===== src/rtl/ps2_pkg.sv =====
// -----------------------------------------------------------------------------
// ps2_pkg
// Shared definitions for the PS/2 host transmitter:
//   - ps2_state_t   : transmitter FSM state encoding
//   - CMD_*         : common device command bytes
//   - FRAME_EDGES   : device clock falling edges in one host-to-device frame
//   - STOP_EDGE     : edge on which the stop bit is presented
//   - us_to_cycles(): microseconds to system clock cycles
// -----------------------------------------------------------------------------
package ps2_pkg;

    typedef enum logic [2:0] {
        ST_IDLE,
        ST_INHIBIT,
        ST_REQUEST,
        ST_SHIFT,
        ST_ACK,
        ST_WAIT_IDLE,
        ST_DONE
    } ps2_state_t;

    localparam logic [7:0] CMD_RESET         = 8'hFF;
    localparam logic [7:0] CMD_ENABLE_REPORT = 8'hF4;
    localparam logic [7:0] CMD_SET_DEFAULTS  = 8'hF6;

    // 9 edges shift data+parity, the 10th presents stop, the 11th samples ACK.
    localparam logic [3:0] FRAME_EDGES = 4'd11;
    localparam logic [3:0] STOP_EDGE   = 4'd10;

    // 64-bit intermediate so that large CLK_HZ * US products do not overflow.
    function automatic int unsigned us_to_cycles(input int unsigned us,
                                                 input int unsigned clk_hz);
        return 32'(64'(us) * 64'(clk_hz) / 64'd1_000_000);
    endfunction

endpackage


===== src/rtl/ps2_sync_edge.sv =====
// -----------------------------------------------------------------------------
// ps2_sync_edge
// Two-flop synchronizer for an asynchronous PS/2 line plus a falling-edge flag.
// Ports:
//   clk    in  : system clock
//   rst    in  : asynchronous active-high reset (flops preset to line idle = 1)
//   i_line in  : raw line level, asynchronous to clk
//   o_level out: synchronized line level
//   o_fall out : one-cycle pulse, one cycle after o_level goes 1->0
// -----------------------------------------------------------------------------
module ps2_sync_edge (
    input  logic clk,
    input  logic rst,
    input  logic i_line,
    output logic o_level,
    output logic o_fall
);

    logic r_meta;
    logic r_sync;
    logic r_sync_d;
    logic r_fall;

    always_ff @(posedge clk or posedge rst) begin
        if (rst) begin
            r_meta   <= 1'b1;
            r_sync   <= 1'b1;
            r_sync_d <= 1'b1;
            r_fall   <= 1'b0;
        end else begin
            r_meta   <= i_line;
            r_sync   <= r_meta;
            r_sync_d <= r_sync;
            r_fall   <= r_sync_d & ~r_sync;
        end
    end

    assign o_level = r_sync;
    assign o_fall  = r_fall;

endmodule


===== src/rtl/ps2_host_tx.sv =====
// -----------------------------------------------------------------------------
// ps2_host_tx
// PS/2 host-to-device command transmitter. Inhibits the bus, issues a request
// to send, shifts out data+odd parity+stop on device clock falling edges,
// samples the device ACK and reports completion or error.
// Ports:
//   clk, rst                 : system clock, asynchronous active-high reset
//   tx_valid, tx_data[7:0]   : command request / byte
//   tx_ready                 : high in IDLE; handshake accepts tx_data
//   ps2_clk_in, ps2_data_in  : raw bus levels (asynchronous)
//   ps2_clk_drive_low        : open-drain enable, pulls PS/2 clock low
//   ps2_data_drive_low       : open-drain enable, pulls PS/2 data low
//   tx_done, tx_ack_ok       : one-cycle completion pulse, ACK status with it
//   tx_error                 : one-cycle pulse on NACK or timeout
//   busy                     : high whenever not IDLE
// -----------------------------------------------------------------------------
module ps2_host_tx
    import ps2_pkg::*;
#(
    parameter int unsigned CLK_HZ           = 100_000_000,
    parameter int unsigned INHIBIT_US       = 100,
    parameter int unsigned START_TIMEOUT_US = 15_000,
    parameter int unsigned FRAME_TIMEOUT_US = 2_000
) (
    input  logic       clk,
    input  logic       rst,
    input  logic       tx_valid,
    input  logic [7:0] tx_data,
    output logic       tx_ready,
    input  logic       ps2_clk_in,
    input  logic       ps2_data_in,
    output logic       ps2_clk_drive_low,
    output logic       ps2_data_drive_low,
    output logic       tx_done,
    output logic       tx_ack_ok,
    output logic       tx_error,
    output logic       busy
);

    localparam int unsigned INHIBIT_CYC = us_to_cycles(INHIBIT_US, CLK_HZ);
    localparam int unsigned START_CYC   = us_to_cycles(START_TIMEOUT_US, CLK_HZ);
    localparam int unsigned FRAME_CYC   = us_to_cycles(FRAME_TIMEOUT_US, CLK_HZ);
    localparam int unsigned TMO_MAX     = (START_CYC > FRAME_CYC) ? START_CYC : FRAME_CYC;
    // The inhibit interval shares the timer, so it must fit as well.
    localparam int unsigned TIMER_MAX   = (TMO_MAX > INHIBIT_CYC) ? TMO_MAX : INHIBIT_CYC;
    localparam int unsigned TMO_W       = $clog2(TIMER_MAX + 1);

    // Synchronized bus
    logic w_clk_level;
    logic w_clk_fall;
    logic r_data_meta;
    logic r_data_sync;

    ps2_sync_edge u_clk_sync (
        .clk     (clk),
        .rst     (rst),
        .i_line  (ps2_clk_in),
        .o_level (w_clk_level),
        .o_fall  (w_clk_fall)
    );

    always_ff @(posedge clk or posedge rst) begin
        if (rst) begin
            r_data_meta <= 1'b1;
            r_data_sync <= 1'b1;
        end else begin
            r_data_meta <= ps2_data_in;
            r_data_sync <= r_data_meta;
        end
    end

    // FSM state and datapath
    ps2_state_t       r_state,    w_state_next;
    logic [TMO_W-1:0] r_timer,    w_timer_next;
    logic [3:0]       r_edge_cnt, w_edge_cnt_next;
    logic             r_data_low, w_data_low_next;
    logic             r_ack_ok,   w_ack_ok_next;
    logic [7:0]       r_byte,     w_byte_next;
    logic             r_parity,   w_parity_next;
    logic             r_tmo_err,  w_tmo_err_next;

    logic [8:0] w_frame_bits;
    logic [3:0] w_edge_inc;

    assign w_frame_bits = {r_parity, r_byte};
    assign w_edge_inc   = r_edge_cnt + 4'd1;

    always_ff @(posedge clk or posedge rst) begin
        if (rst) begin
            r_state    <= ST_IDLE;
            r_timer    <= '0;
            r_edge_cnt <= '0;
            r_data_low <= 1'b0;
            r_ack_ok   <= 1'b0;
            r_byte     <= '0;
            r_parity   <= 1'b0;
            r_tmo_err  <= 1'b0;
        end else begin
            r_state    <= w_state_next;
            r_timer    <= w_timer_next;
            r_edge_cnt <= w_edge_cnt_next;
            r_data_low <= w_data_low_next;
            r_ack_ok   <= w_ack_ok_next;
            r_byte     <= w_byte_next;
            r_parity   <= w_parity_next;
            r_tmo_err  <= w_tmo_err_next;
        end
    end

    always_comb begin
        w_state_next    = r_state;
        w_timer_next    = r_timer;
        w_edge_cnt_next = r_edge_cnt;
        w_data_low_next = r_data_low;
        w_ack_ok_next   = r_ack_ok;
        w_byte_next     = r_byte;
        w_parity_next   = r_parity;
        w_tmo_err_next  = 1'b0;

        unique case (r_state)
            ST_IDLE: begin
                if (tx_valid) begin
                    w_byte_next     = tx_data;
                    w_parity_next   = ~^tx_data;
                    w_timer_next    = TMO_W'(INHIBIT_CYC - 1);
                    w_edge_cnt_next = '0;
                    w_ack_ok_next   = 1'b0;
                    w_state_next    = ST_INHIBIT;
                end
            end

            ST_INHIBIT: begin
                if (r_timer == '0) begin
                    // Start bit goes out together with the extra clock-low cycle.
                    w_data_low_next = 1'b1;
                    w_state_next    = ST_REQUEST;
                end else begin
                    w_timer_next = r_timer - 1'b1;
                end
            end

            ST_REQUEST: begin
                w_timer_next    = TMO_W'(START_CYC);
                w_edge_cnt_next = '0;
                w_state_next    = ST_SHIFT;
            end

            ST_SHIFT: begin
                if (w_clk_fall) begin
                    w_edge_cnt_next = w_edge_inc;
                    // First device edge switches from start to frame timeout.
                    w_timer_next = (r_edge_cnt == '0) ? TMO_W'(FRAME_CYC) : r_timer - 1'b1;
                    if (w_edge_inc == STOP_EDGE) begin
                        w_data_low_next = 1'b0;
                        w_state_next    = ST_ACK;
                    end else begin
                        w_data_low_next = ~w_frame_bits[r_edge_cnt];
                    end
                end else if (r_timer == '0) begin
                    w_data_low_next = 1'b0;
                    w_tmo_err_next  = 1'b1;
                    w_edge_cnt_next = '0;
                    w_state_next    = ST_IDLE;
                end else begin
                    w_timer_next = r_timer - 1'b1;
                end
            end

            ST_ACK: begin
                if (w_clk_fall) begin
                    w_edge_cnt_next = w_edge_inc;
                    w_ack_ok_next   = ~r_data_sync;
                    w_state_next    = ST_WAIT_IDLE;
                end else if (r_timer == '0) begin
                    w_data_low_next = 1'b0;
                    w_tmo_err_next  = 1'b1;
                    w_edge_cnt_next = '0;
                    w_state_next    = ST_IDLE;
                end else begin
                    w_timer_next = r_timer - 1'b1;
                end
            end

            ST_WAIT_IDLE: begin
                if (w_clk_level && r_data_sync) begin
                    w_state_next = ST_DONE;
                end
            end

            ST_DONE: begin
                w_edge_cnt_next = '0;
                w_timer_next    = '0;
                w_state_next    = ST_IDLE;
            end

            default: begin
                w_state_next = ST_IDLE;
            end
        endcase
    end

    // Outputs decode from async-reset state so reset releases the bus at once.
    assign ps2_clk_drive_low  = (r_state == ST_INHIBIT) || (r_state == ST_REQUEST);
    assign ps2_data_drive_low = r_data_low;
    assign tx_ready           = (r_state == ST_IDLE);
    assign busy               = (r_state != ST_IDLE);
    assign tx_done            = (r_state == ST_DONE);
    assign tx_ack_ok          = (r_state == ST_DONE) && r_ack_ok;
    assign tx_error           = ((r_state == ST_DONE) && !r_ack_ok) || r_tmo_err;

    // FRAME_EDGES documents the frame length; the 11th edge is the ACK state's edge.
    if (FRAME_EDGES != STOP_EDGE + 4'd1) begin : g_frame_len_check
        $error("frame length must be stop edge + 1");
    end

endmodule


===== config.mk =====
export PLATFORM = sky130hd
export DESIGN_NAME = ps2_host_tx
export DESIGN_NICKNAME = d
export VERILOG_FILES = /design/src/rtl/ps2_pkg.sv /design/src/rtl/ps2_sync_edge.sv /design/src/rtl/ps2_host_tx.sv
export SDC_FILE = /design/constraint.sdc
export NUM_CORES = 1
export LEC_CHECK = 0
export ABC_AREA = 1
export CORE_ASPECT_RATIO = 1.1
export CORE_MARGIN = 10
export CORE_UTILIZATION = 25
export CTS_BUF_LIST = sky130_fd_sc_hd__clkbuf_8
export DETAILED_ROUTE_END_ITERATION = 10
export PLACE_DENSITY_LB_ADDON = 0.25
export RECOVER_POWER = 50
export SLEW_MARGIN = 20
export SYNTH_ARGS = -nofsm -noshare
export SYNTH_HDL_FRONTEND = slang
export SYNTH_HIERARCHICAL = 1
export SYNTH_SLANG_ARGS = --single-unit

===== constraint.sdc =====
create_clock -name clk -period 3.5 [get_ports clk]
set_clock_uncertainty 0.2 [all_clocks]
set_input_delay 0.875 -clock clk [delete_from_list [all_inputs] [get_ports clk]]
set_output_delay 0.875 -clock clk [all_outputs]
set_load 0.01 [all_outputs]

==> flow_summary.yaml <==
power_and_ir_drop:
  seqPwrFrac_pct: 30.9
  p_leak_nw: 1.659
  switching_share_pct: 49.84
  total_power_mw: 2.899
  p_sw_mw: 1.445
  combPwrFrac_pct: 56.0
  power_density_nw_per_um2: 807.1
  p_int_mw: 1.454
  peakVddDrop_v: 0.0004956
  power_frac_clock_pct: 13.2
grt:
  antenna_found_initial: 0
  grt_use_total_pct: 9.691
  grt_pass1_wl_um: 14030
  grt_max_degree: 27
  grt_pass1_vias: 2794
  grt_overflow: 0
worst_setup_path:
  critPathKind: "reg -> out"
  startpoint_type: "flip-flop"
  path_max_fanout: 4
  r2r_cells: 10
  end_kind: "output pin"
  cp_data_arrival_time_ps: 1990
  cp_data_required_time_ps: 2420
synthesis:
  synth_edf_count: 0
  yosys.area.top_type: "dfrtp_1"
  yosys-top-cells-area: "dfrtp_1, nand2_1, nand3_1"
  yosysUniqueCellTypes: 37
  synth_top_area_share_pct: 32.58
  avgSynthCellArea_um2: 7.077
  synth.most_common_cell: "nand2_1"
  ys.flop_type: "dfrtp_1"
  ys_top_cells_by_count: "nand2_1, inv_1, nor2_1, nand3_1, dfrtp_1"
  ys_seq_elements: 46
  syn_nets: 463
  synthCells: 445
  synthesis.area_um2: 3149
  synth_seq_area_share_pct: 36.75
  synth_warnings: 6
  ys_async_sr_fraction_pct: 100.0
finish:
  fillers: 1361
  final_core_util_pct: 29.46
  area_growth_pct: 14.06
  multiInputGateArea_um2: 1723
  regArea_um2: 1157
  fin_cells: 620
  fin_nets: 483
  final_layout_size_suffix_gt1_share_pct: 12.45
  antenna_cells: 0
  final_area_um2: 3592
placed_design:
  place_hpwl_um: 6574
  placed_area_um2: 3503
  pre_cts_ws_ps: 800.9
  dp_cells: 612
  io_buffers: 19
  globalplace.congestion: 0.9036
route:
  ant_nets: 0
  wl_met1_um: 4231
  routed-wl-met2_um: 3926
  drc: 0
  dr.first_iter.drc_count: 203
  wl_met3_um: 381
  vias: 2917
  wl_per_cell_um: 13.88
  drt-total-wl_um: 8603
  viasPerCell: 4.705
  drtPass1Iterations: 5
  highest_layer: "met4"
clock_network:
  cts_resized: 0
  numClockSinks: 46
  cts_max_path_buffers: 2
  ctsHoldBuffers: 0
  cts_tree: "done"
  cts_root_buf: "clkbuf_8"
  cts-htree-levels: 2
  post_cts_buffers: 0
  numCtsBuffers: 5
  clock_latency_ps: 310
  clk_pin_slew_ps: 100
min_path:
  worstHoldPathCells: 0
  hold_class: "reg -> reg"
sta:
  hold_violations: 0
  period_share_pct: 87.46
  setup_ws_ps: 439.0
  fmax_mhz: 326.7
  setup_tns_ps: 0
  rsz0062_at_grt: "false"
  hold_ws_ps: 160.6
  slew_headroom_pct: 5.909
  slew_viol_final: 0
  min_period_ps: 3061
  final-setup-viol-count: 0
  worstMarginPinSlew_ps: 1411
status:
  outcome: "finished clean"
floorplanning:
  start_util_pct: 25.83
  dieArea_um2: 17490
  die_h_um: 137.7
  ios: 20
  core_um2: 12190
  fp.dieW_um: 127.0
  rows: 42
job:
  maxCapViolations: 0
placed cells by master, fill, tap and decap left out, drive strengths merged, types with 3 or more instances in the layout:
master,n
nand2,121
nor2,66
inv,57
nand3,46
dfrtp,41
o21ai,24
a21oi,22
clkdlybuf4s50,16
xnor2,8
clkbuf,8
a31oi,6
nor3,6
nand4,6
o211ai,5
ha,5
dfstp,5
xor2,4
mux2,4
o22ai,3
dlygate4sd3,3
power by group through the flow:
stage / clock [mW] / sequential [mW] / combinational (mW)
after CTS: 0.395 / 0.890 / 1.63
final: 0.382 / 0.894 / 1.62
after floorplan: 0 / 0.836 / 1.25
after global placement: 0 / 0.895 / 1.62
after detailed placement: 0 / 0.899 / 1.62
after global routing: 0.420 / 0.916 / 1.81
critical path, cell delays in order, from the launching register on:
cell and delay [ps]:
dfrtp_1 460, inv_2 90, nor2_1 90, inv_1 90, nor2_1 160, inv_1 80, o21bai_1 140, clkdlybuf4s50_1 560
routing by layer:
metal	up-vias	GRT usage [%]
li1	1472	-
met2	73	15.87
met3	9	2.038
met5	-	0
met1	1363	13.00
met4	0	1.456
kinds of logic after synthesis:
| family | after synthesis | share of synthesized area [%] |
|---|---|---|
| flops | 46 | 36.75 |
| buf+inv | 65 | 8.542 |
| xor+xnor | 12 | 3.337 |
| simple gates | 248 | 35.96 |
| mux | 4 | 1.430 |
| compound gates | 65 | 12.00 |
| fa+ha+maj | 5 | 1.986 |
layout make-up:
class	count	area share (%)
multi-input combinational	334	47.96
sequential	46	32.22
inverter	58	6.130
timing repair buffer	20	5.399
tap	154	5.364
clock buffer	7	2.682
clock inverter	1	0.2438
flip-flops by register name, summed over array words and instances, names as in the netlist, 3 cells and up:
signal,count
r_state,3
r_byte,8
r_edge_cnt,4
r_timer,21
worst paths after layout:
kind	startpoint	endpoint	slack, ps
max reg2reg	r_timer[0]$_DFFE_PP0P_	r_state[2]$_DFFE_PP0P_	1030
min	r_data_meta$_DFF_PP1_	r_data_sync$_DFF_PP1_	160
min reg2reg	r_data_meta$_DFF_PP1_	r_data_sync$_DFF_PP1_	160
min in group asynchronous	rst	u_clk_sync/o_fall$_DFF_PP0_	720
max in group asynchronous	rst	r_timer[2]$_DFFE_PP0P_	560
max	r_state[1]$_DFFE_PP0P_	tx_error	440
(Power assumes the default switching activity.)
